===== src/rtl/ball_engine.sv =====
// ----------------------------------------------------------------------------
// ball_engine
//
// Purpose:
//   Moves a ball around a WIDTH x HEIGHT screen. It bounces off the left,
//   right and top walls and off a player paddle. When the ball passes the
//   paddle and reaches the floor, the block reports a miss and recentres
//   the ball. The ball moves once every TICK_DIV clock cycles, and only
//   while the block is in the MOVE state.
//
// Optional feature (macro BALL_SPEEDUP_EN):
//   When defined, every 4th paddle hit raises the per-tick step by one
//   pixel, up to MAX_STEP. A miss returns the step to STEP. When the macro
//   is undefined, the step stays at STEP permanently.
//
// Ports:
//   clk                      system clock; all state changes on its rising edge
//   reset                    synchronous, active-high reset
//   start                    launch request; only acted on in IDLE
//   paddle_left/right [XW]   inclusive x span of the paddle
//   paddle_top        [YW]   top row of the paddle
//   ball_x [XW], ball_y [YW] ball centre
//   active                   high while the ball is in play (MOVE)
//   hit / miss               one-cycle pulses for a paddle bounce / floor miss
//   hits [8]                 paddle-hit count; saturates at 255 and is not
//                            cleared by a miss
// ----------------------------------------------------------------------------
module ball_engine #(
    parameter int WIDTH    = 640,
    parameter int HEIGHT   = 480,
    parameter int RADIUS   = 10,
    parameter int TICK_DIV = 1000000,
    parameter int STEP     = 2,
    parameter int MAX_STEP = 6,
    parameter int XW       = 10,
    parameter int YW       = 9
) (
    input  logic          clk,
    input  logic          reset,
    input  logic          start,
    input  logic [XW-1:0] paddle_left,
    input  logic [XW-1:0] paddle_right,
    input  logic [YW-1:0] paddle_top,
    output logic [XW-1:0] ball_x,
    output logic [YW-1:0] ball_y,
    output logic          active,
    output logic          hit,
    output logic          miss,
    output logic [7:0]    hits
);

    // The counter needs at least one bit, even when TICK_DIV is 1.
    localparam int CW = (TICK_DIV > 1) ? $clog2(TICK_DIV) : 1;
    // The step register is sized to hold the larger of STEP and MAX_STEP.
    localparam int SMAX = (MAX_STEP > STEP) ? MAX_STEP : STEP;
    localparam int SW   = $clog2(SMAX + 1);
    // Extended widths give the bounds arithmetic one bit of headroom.
    localparam int XE = XW + 1;
    localparam int YE = YW + 1;

    localparam logic [CW-1:0] CNT_LAST    = CW'(TICK_DIV - 1);
    localparam logic [XW-1:0] X_CENTRE    = XW'(WIDTH / 2);
    localparam logic [YW-1:0] Y_CENTRE    = YW'(HEIGHT / 2);
    localparam logic [XW-1:0] X_RIGHT_POS = XW'(WIDTH - 1 - RADIUS);
    localparam logic [XW-1:0] X_LEFT_POS  = XW'(RADIUS);
    localparam logic [YW-1:0] Y_TOP_POS   = YW'(RADIUS);
    localparam logic [XE-1:0] X_RIGHT_LIM = XE'(WIDTH - 1);
    localparam logic [YE-1:0] Y_FLOOR     = YE'(HEIGHT - 1);
    localparam logic [XE-1:0] RAD_X       = XE'(RADIUS);
    localparam logic [YE-1:0] RAD_Y       = YE'(RADIUS);
    localparam logic [SW-1:0] STEP_INIT   = SW'(STEP);

    typedef enum logic [1:0] {IDLE, MOVE, MISS} state_t;

    state_t        state_reg, state_next;
    logic [CW-1:0] cnt_reg, cnt_next;
    logic [XW-1:0] x_reg, x_next;
    logic [YW-1:0] y_reg, y_next;
    logic          dx_reg, dx_next;
    logic          dy_reg, dy_next;
    logic [7:0]    hits_reg, hits_next;
    logic          hit_reg, hit_next;
    logic          miss_reg, miss_next;
    logic          active_reg, active_next;
    logic [SW-1:0] step_cur;

`ifdef BALL_SPEEDUP_EN
    localparam logic [SW-1:0] STEP_CEIL = SW'(MAX_STEP);
    logic [SW-1:0] step_reg, step_next;
    assign step_cur = step_reg;
`else
    assign step_cur = STEP_INIT;
`endif

    // Bounds arithmetic is done at the extended width.
    logic          tick;
    logic [XE-1:0] x_e, sx;
    logic [YE-1:0] y_e, sy, top_e;
    logic          paddle_span, paddle_bounce, floor_miss;

    assign tick  = (state_reg == MOVE) && (cnt_reg == CNT_LAST);
    assign x_e   = {1'b0, x_reg};
    assign y_e   = {1'b0, y_reg};
    assign sx    = XE'(step_cur);
    assign sy    = YE'(step_cur);
    assign top_e = {1'b0, paddle_top};

    // The paddle is tested against the ball's position before the step.
    // The bounce applies when this step carries the ball's lower edge from
    // above the paddle top to on or below it.
    assign paddle_span   = (paddle_left <= x_reg) && (x_reg <= paddle_right);
    assign paddle_bounce = dy_reg && (y_e + RAD_Y <= top_e)
                           && (y_e + sy + RAD_Y >= top_e) && paddle_span;
    assign floor_miss    = dy_reg && !paddle_bounce
                           && (y_e + sy + RAD_Y >= Y_FLOOR);

    always_ff @(posedge clk) begin
        if (reset) begin
            state_reg  <= IDLE;
            cnt_reg    <= '0;
            x_reg      <= X_CENTRE;
            y_reg      <= Y_CENTRE;
            dx_reg     <= 1'b1;
            dy_reg     <= 1'b0;
            hits_reg   <= 8'd0;
            hit_reg    <= 1'b0;
            miss_reg   <= 1'b0;
            active_reg <= 1'b0;
`ifdef BALL_SPEEDUP_EN
            step_reg   <= STEP_INIT;
`endif
        end else begin
            state_reg  <= state_next;
            cnt_reg    <= cnt_next;
            x_reg      <= x_next;
            y_reg      <= y_next;
            dx_reg     <= dx_next;
            dy_reg     <= dy_next;
            hits_reg   <= hits_next;
            hit_reg    <= hit_next;
            miss_reg   <= miss_next;
            active_reg <= active_next;
`ifdef BALL_SPEEDUP_EN
            step_reg   <= step_next;
`endif
        end
    end

    always_comb begin
        state_next = state_reg;
        cnt_next   = '0;
        x_next     = x_reg;
        y_next     = y_reg;
        dx_next    = dx_reg;
        dy_next    = dy_reg;
        hits_next  = hits_reg;
        hit_next   = 1'b0;
        miss_next  = 1'b0;
`ifdef BALL_SPEEDUP_EN
        step_next  = step_reg;
`endif

        case (state_reg)
            IDLE: begin
                if (start) begin
                    state_next = MOVE;
                end
            end

            MOVE: begin
                // The counter stays at zero outside MOVE, so each launch
                // starts a full tick period.
                cnt_next = tick ? '0 : cnt_reg + CW'(1);

                if (tick) begin
                    // Horizontal axis.
                    if (dx_reg) begin
                        if (x_e + sx + RAD_X >= X_RIGHT_LIM) begin
                            x_next  = X_RIGHT_POS;
                            dx_next = 1'b0;
                        end else begin
                            x_next = XW'(x_e + sx);
                        end
                    end else begin
                        // Checking before subtracting prevents underflow.
                        if (x_e < RAD_X + sx) begin
                            x_next  = X_LEFT_POS;
                            dx_next = 1'b1;
                        end else begin
                            x_next = XW'(x_e - sx);
                        end
                    end

                    // Vertical axis. It is evaluated independently of the
                    // horizontal axis, so a corner reflects both at once.
                    if (!dy_reg) begin
                        if (y_e < RAD_Y + sy) begin
                            y_next  = Y_TOP_POS;
                            dy_next = 1'b1;
                        end else begin
                            y_next = YW'(y_e - sy);
                        end
                    end else if (paddle_bounce) begin
                        y_next   = YW'(top_e - RAD_Y);
                        dy_next  = 1'b0;
                        hit_next = 1'b1;
                        if (hits_reg != 8'hFF) begin
                            hits_next = hits_reg + 8'd1;
`ifdef BALL_SPEEDUP_EN
                            // Speed up when the low two bits of the new
                            // count roll over to zero (every 4th hit).
                            if ((hits_reg[1:0] == 2'b11) && (step_reg < STEP_CEIL)) begin
                                step_next = step_reg + SW'(1);
                            end
`endif
                        end
                    end else if (floor_miss) begin
                        // The recentre overrides the horizontal update above.
                        state_next = MISS;
                        miss_next  = 1'b1;
                        x_next     = X_CENTRE;
                        y_next     = Y_CENTRE;
                        dx_next    = 1'b1;
                        dy_next    = 1'b0;
`ifdef BALL_SPEEDUP_EN
                        step_next  = STEP_INIT;
`endif
                    end else begin
                        y_next = YW'(y_e + sy);
                    end
                end
            end

            MISS: begin
                state_next = IDLE;
            end

            default: begin
                state_next = IDLE;
            end
        endcase

        active_next = (state_next == MOVE);
    end

    assign ball_x = x_reg;
    assign ball_y = y_reg;
    assign active = active_reg;
    assign hit    = hit_reg;
    assign miss   = miss_reg;
    assign hits   = hits_reg;

endmodule

===== config.mk =====
export PLATFORM = sky130hd
export DESIGN_NAME = ball_engine
export DESIGN_NICKNAME = d
export VERILOG_FILES = /design/src/rtl/ball_engine.sv
export SDC_FILE = /design/constraint.sdc
export NUM_CORES = 1
export LEC_CHECK = 0
export CORE_UTILIZATION = 35
export DETAILED_ROUTE_END_ITERATION = 10
export HOLD_SLACK_MARGIN = 0.15
export PLACE_DENSITY = 0.6
export SYNTH_ARGS = -nofsm -noshare
export SYNTH_HDL_FRONTEND = slang
export SYNTH_SLANG_ARGS = --single-unit

===== constraint.sdc =====
create_clock -name clk -period 4.1 [get_ports clk]
set_clock_uncertainty 0.05 [all_clocks]
set_input_delay 1.025 -clock clk [delete_from_list [all_inputs] [get_ports clk]]
set_output_delay 1.025 -clock clk [all_outputs]
set_load 0.1 [all_outputs]

==> flow_metrics.env <==
export IMPL_cap_viol_max_count=0
export IMPL_avgRoutedWirePerCell_um=15.46
export IMPL_coreArea_um2=13350
export IMPL_max_freq_mhz=259.1
export IMPL_grt_pass1_wl_um=22500
export IMPL_dieWidth_um=119.5
export IMPL_cts_root_buf="clkbuf_16"
export IMPL_crit_path_start="paddle_top[5]"
export IMPL_cp_max_fo=8
export IMPL_io_pins=62
export IMPL_tns_ns=0
export IMPL_r2r_slack_ns=0.31
export IMPL_hold_violations=0
export IMPL_hold_class="reg -> reg"
export IMPL_grt_use_total_pct=19.17
export IMPL_post_cts_buffers=0
export IMPL_status="completed"
export IMPL_cp_required_ns=4.23
export IMPL_ys_warn_count=0
export IMPL_grt_max_degree=31
export IMPL_cts_buffer_depth=2
export IMPL_num_rows=42
export IMPL_power_mw=1.104
export IMPL_rr_endpoint="hits[7]"
export IMPL_worstSetupPathType="in -> reg"
export IMPL_relSlewSlack_pct=35.12
export IMPL_layout_min_cycle_time_ns=3.860
export IMPL_finalCritPeriodShare_pct=94.13
export IMPL_async_flop_share_pct=0
export IMPL_vias=4777
export IMPL_drcViolationCount=0
export IMPL_dpl_cell_area_um2=5694
export IMPL_holdPathStages=1
export IMPL_netlist_area_um2=4832
export IMPL_layout_area_overhead_vs_synth_pct=21.41
export IMPL_synth_fp_nets=712
export IMPL_tightestPinTransition_ns=0.9701
export IMPL_p_per_area_nw_per_um2=188.1
export IMPL_grt_pass1_vias=4633
export IMPL_clkTransAtPathRegs_ns=0.07
export IMPL_cts_resized=0
export IMPL_portBuffers=61
export IMPL_drt_iter0_markers=310
export IMPL_cts_buffers=5
export IMPL_fp_dieArea_um2=14280
export IMPL_syn_inst=629
export IMPL_initial_core_util_pct=36.20
export IMPL_synth_edf_count=0
export IMPL_power_leakage_nw=2.297
export IMPL_ir_drop_mv=0.1393
export IMPL_wl_um=13450
export IMPL_dpl_hpwl_um=10410
export IMPL_setup_viol=0
export IMPL_largest_register_ff_count=20
export IMPL_crit_end="hits[7]"
export IMPL_overflow=0
export IMPL_finalMaxSlewViolations=0
export IMPL_ctsHoldBuffers=0
export IMPL_layout_drive_gt1_share_pct=9.654
export IMPL_ys_ff_latch=54
export IMPL_globalplace_congestion=0.8985
export IMPL_clk_latency_ns=0.29
export IMPL_rr_worst_depth=14
export IMPL_synth_top_flop_cell="dfxtp_1"
export IMPL_rsz0062_at_grt="false"
export IMPL_cts_tree="yes"
export IMPL_cts_sinks=54
export IMPL_die_h_um=119.5
export IMPL_r2r_start="ball_y[1]"
export IMPL_nNetsFinal=776
export IMPL_synth_distinct_cells=72
export IMPL_viasPerCell=5.491
export IMPL_cp_arrival_ns=3.99
export IMPL_diodes=0
export IMPL_crit_path_end_kind="register"
export IMPL_synth_avg_cell_area_um2=7.682
export IMPL_h_tree_depth=2
export IMPL_final_area_um2=5867
export IMPL_whs_ns=0.4084
export IMPL_grt_antenna_before_repair=0
export IMPL_startpoint_type="input port"
export IMPL_drtAntennaViolNets=0
export IMPL_dr_pass1_iters=5
export IMPL_yosysSeqAreaShare_pct=22.37
==> layout by cell type (no fill, tap or decap), drive strengths merged, types with 11 or more instances in the layout <==
master         count
nor2              74
nand2             49
nor3              27
nand3             28
nand2b            15
buf               34
xnor2             23
a211oi            11
nand4             16
and3              11
o21ai             30
xor2              30
clkdlybuf4s50     52
dfxtp             54
ha                51
a21oi             24
inv               40
==> layout make-up <==
cell class / instances / area (um^2)
clock buffers: 7 / 142.6
clock inverters: 1 / 5.005
fillers: 1332 / 7481
inverters: 41 / 153.9
multi-input cells: 505 / 3480
flip-flops and latches: 54 / 1090
well taps: 176 / 220.2
repair buffers: 86 / 775.7
==> worst min-delay path by stage <==
stage,from,end,slack (ns)
2_1_floorplan,state_reg[1],active,0.38
3_3_place_gp,state_reg[1],state_reg[0],0.39
3_5_place_dp,state_reg[1],active,0.39
4_1_cts,state_reg[1],active,0.41
5_1_grt,state_reg[1],active,0.43
6_report,state_reg[1],active,0.41
==> routing by layer <==
layer / vias to the layer above / wire length [um] / GRT usage, %
met1: 2213 / 6263 / 25.52
met4: 0 / 157 / 4.766
met2: 155 / 6221 / 31.97
met5: - / 0 / 0
met3: 14 / 803 / 3.279
li1: 2395 / - / -
==> kinds of logic (layout without fill, tap and decap cells) <==
logic type | Yosys count | count (layout) | synth area share (%)
DFF | 54 | 54 | 22.37
xor gates and xnor gates | 53 | 53 | 10.31
and+or+nand+nor | 254 | 254 | 26.13
muxes | 7 | 7 | 1.502
AOI/OAI and AO/OA | 140 | 140 | 20.33
adders and majority gates | 51 | 51 | 13.21
buffers and inverters | 70 | 135 | 6.162
==> synth_stat cells, types with 2 or more instances <==
master | count | share of area [%]
nor2_1 | 74 | 5.7
nor3_4 | 2 | 0.67
and4_1 | 3 | 0.54
mux2_2 | 2 | 0.47
and2_1 | 6 | 0.78
a21o_1 | 4 | 0.62
xor2_1 | 27 | 4.9
nand4_1 | 16 | 2.1
o22ai_1 | 6 | 0.78
a2111oi_0 | 3 | 0.54
o311ai_0 | 2 | 0.36
or4_1 | 2 | 0.31
a32oi_1 | 3 | 0.54
nand2_1 | 49 | 3.8
nor4_1 | 7 | 0.91
buf_2 | 13 | 1.3
buf_4 | 3 | 0.47
nand2b_1 | 15 | 1.9
xnor2_1 | 23 | 4.2
o311ai_1 | 2 | 0.36
o21a_1 | 4 | 0.62
mux2i_1 | 5 | 1.0
o32ai_1 | 4 | 0.72
inv_1 | 40 | 3.1
o31ai_1 | 4 | 0.62
nor3_1 | 25 | 2.6
o21ai_0 | 28 | 2.9
a22oi_1 | 2 | 0.31
a211oi_1 | 10 | 1.6
o211ai_1 | 9 | 1.4
a31oi_1 | 7 | 0.91
nor2b_1 | 7 | 0.91
o21bai_1 | 2 | 0.31
a21oi_1 | 24 | 2.5
dfxtp_1 | 54 | 22
a221oi_1 | 4 | 0.72
or2_2 | 2 | 0.26
and3_1 | 11 | 1.4
xor2_2 | 2 | 0.67
nand3_1 | 28 | 2.9
clkbuf_1 | 11 | 0.85
ha_1 | 51 | 13
a211o_1 | 4 | 0.72
==> per-stage QoR <==
| step | cells | worst slack, ns | utilization, % |
|---|---|---|---|
| after CTS | 870 | 0.1117 | 43.77 |
| final | 870 | 0.2405 | 43.95 |
| after global routing | 870 | 0.001355 | 43.95 |
| after global placement | 862 | 0.06158 | 42.66 |
| after floorplan | 629 | 0.05395 | - |
| after detailed placement | 862 | 0.02191 | 42.66 |
==> critical path: stages <==
cell and delay [ns]:
clkdlybuf4s50_1 0.51, inv_1 0.09, ha_1 0.31, and4_1 0.24
a211o_1 0.27, nor4_1 0.25, o22ai_1 0.18, nor3_4 0.36
nand3_1 0.21, nor3_1 0.19, mux2_2 0.35
==> report_power, final <==
group          total [mW]  switching (mW)  leakage [nW]  internal [mW]
combinational       0.151          0.0826          1.78         0.0680
clock               0.425           0.182        0.0739          0.243
sequential          0.528         0.00228         0.438          0.526
(Power assumes the default switching activity.)
==> variant (same settings) <==
The 3 states of `state_t` get a one-hot encoding in 3 bits.
--- a/src/rtl/ball_engine.sv
+++ b/src/rtl/ball_engine.sv
@@ -72,3 +72,3 @@
 
-    typedef enum logic [1:0] {IDLE, MOVE, MISS} state_t;
+    typedef enum logic [2:0] {IDLE = 3'b001, MOVE = 3'b010, MISS = 3'b100} state_t;
 
Formal check against the unedited RTL: no difference found for any inputs over 10 cycles, from zero or initial values and one cycle with reset high; not proved beyond that.
==> variant against the unedited design <==
  * Synthesized area rose by 0.93%
  * Setup slack improved by 0.0042 ns
  * Cell area is 0.96% higher
  * Total power is 1.9% higher
  * Via count up 0.61%
  * Sequential cell count is 1 higher
  * First-iteration DRC count grew 0.65%
  * Wire length grew 0.54%
  * Critical path type is now flop to flop
  * Highest routed layer unchanged
==> variant: results <==
<?xml version="1.0" encoding="UTF-8"?>
<metrics>
  <group name="yosys">
    <metric name="post_synth_main_area_contributors" unit="">sky130_fd_sc_hd__dfxtp_1 (23%), sky130_fd_sc_hd__ha_1 (13%), sky130_fd_sc_hd__xnor2_1 (5.2%)</metric>
    <metric name="synthesis.instances" unit="">620</metric>
    <metric name="syn_nets" unit="">703</metric>
    <metric name="ys_top_cells_by_count" unit="">sky130_fd_sc_hd__nor2_1 (60), sky130_fd_sc_hd__dfxtp_1 (55), sky130_fd_sc_hd__ha_1 (51)</metric>
    <metric name="synth.distinct_cells" unit="">83</metric>
    <metric name="synthesized_area_fraction_occupied_by_ao_oa_aoi_and_oai_cells" unit="%">22.0</metric>
    <metric name="synth.yosys.seq_area_share" unit="%">22.6</metric>
    <metric name="post_synth_xor_area_fraction" unit="%">10.3</metric>
    <metric name="yosys-mux-area-fraction" unit="%">0.847</metric>
  </group>
  <group name="routing">
    <metric name="wl_per_cell" unit="um">15.7</metric>
    <metric name="dr.first_iter.drc_count" unit="">312</metric>
    <metric name="routed-via-count" unit="">4806</metric>
    <metric name="viasPerCell" unit="">5.57</metric>
  </group>
  <group name="critical_path">
    <metric name="crit_fanout" unit="">7</metric>
    <metric name="slowest_delay" unit="ns">0.43</metric>
    <metric name="rr_startpoint" unit="">ball_y[2]$_SDFFE_PP0P_</metric>
    <metric name="r2r.worst_path.cells" unit="">16</metric>
    <metric name="ff2ff_setup_slack" unit="ns">0.24</metric>
    <metric name="critPathTopFamily" unit="">compound AO/OA/AOI/OAI gates</metric>
    <metric name="cp_max_delay_cell" unit="">sky130_fd_sc_hd__dfxtp_2</metric>
  </group>
  <group name="timing">
    <metric name="period_needed" unit="ns">3.86</metric>
    <metric name="fin_hold_ws" unit="ns">0.411</metric>
    <metric name="max_slew_margin" unit="%">33.4</metric>
  </group>
  <group name="floorplanning">
    <metric name="fp.coreArea" unit="um2">13400</metric>
  </group>
  <group name="worst_hold_path">
    <metric name="min_from" unit="">cnt_reg[0]$_SDFF_PP0_</metric>
    <metric name="min_to" unit="">cnt_reg[0]$_SDFF_PP0_</metric>
  </group>
  <group name="run_status">
    <metric name="status" unit="">finished, final reports clean</metric>
  </group>
  <group name="place">
    <metric name="gp_congestion" unit="">0.896</metric>
    <metric name="place_area" unit="um2">5730</metric>
    <metric name="dpl.hpwl" unit="um">10400</metric>
    <metric name="post-place-cells" unit="">853</metric>
  </group>
  <group name="power_and_ir_drop">
    <metric name="irDropWorstVdd" unit="uV">177</metric>
    <metric name="cell_internal_pwr" unit="uW">850</metric>
  </group>
  <group name="grt">
    <metric name="grt_first_pass_wirelength" unit="um">22800</metric>
    <metric name="grt.met1_usage" unit="%">26.6</metric>
    <metric name="global_route.usage.met3" unit="%">1.90</metric>
    <metric name="groute.layer.met2.usage" unit="%">31.8</metric>
    <metric name="grt_usage" unit="%">19.2</metric>
  </group>
  <group name="finish">
    <metric name="drive_gt1_share" unit="%">10.8</metric>
    <metric name="nets" unit="">769</metric>
  </group>
</metrics>
[variant: area by class of cell]
cell class,count,area (um2)
Clock buffer,6,139
Fill cell,1326,7480
Clock inverter,2,16.3
Multi-Input combinational cell,496,3510
Tap cell,176,220
Timing Repair Buffer,86,776
Sequential cell,55,1110
Inverter,42,158
[variant: metal layers]
metal | up-vias | part of all wire [%]
li1 | 2391 | -
met1 | 2256 | 48
met2 | 146 | 47
met3 | 13 | 4.5
met4 | 0 | 1.2
met5 | - | 0
[variant: power by group through the flow]
stage	Clock, uW	Combinational (uW)	Sequential (uW)
6_report	441	145	538
5_1_grt	476	159	538
4_1_cts	454	145	538
3_5_place_dp	0	144	551
3_3_place_gp	0	141	550
2_1_floorplan	0	69.7	564
[variant: cell families after synthesis]
family	count (synthesis)
muxes	4
buffers and inverters	69
adders and majority gates	51
DFF	55
AOI/OAI and AO/OA	156
and+or+nand+nor	232
xor gates and xnor gates	53
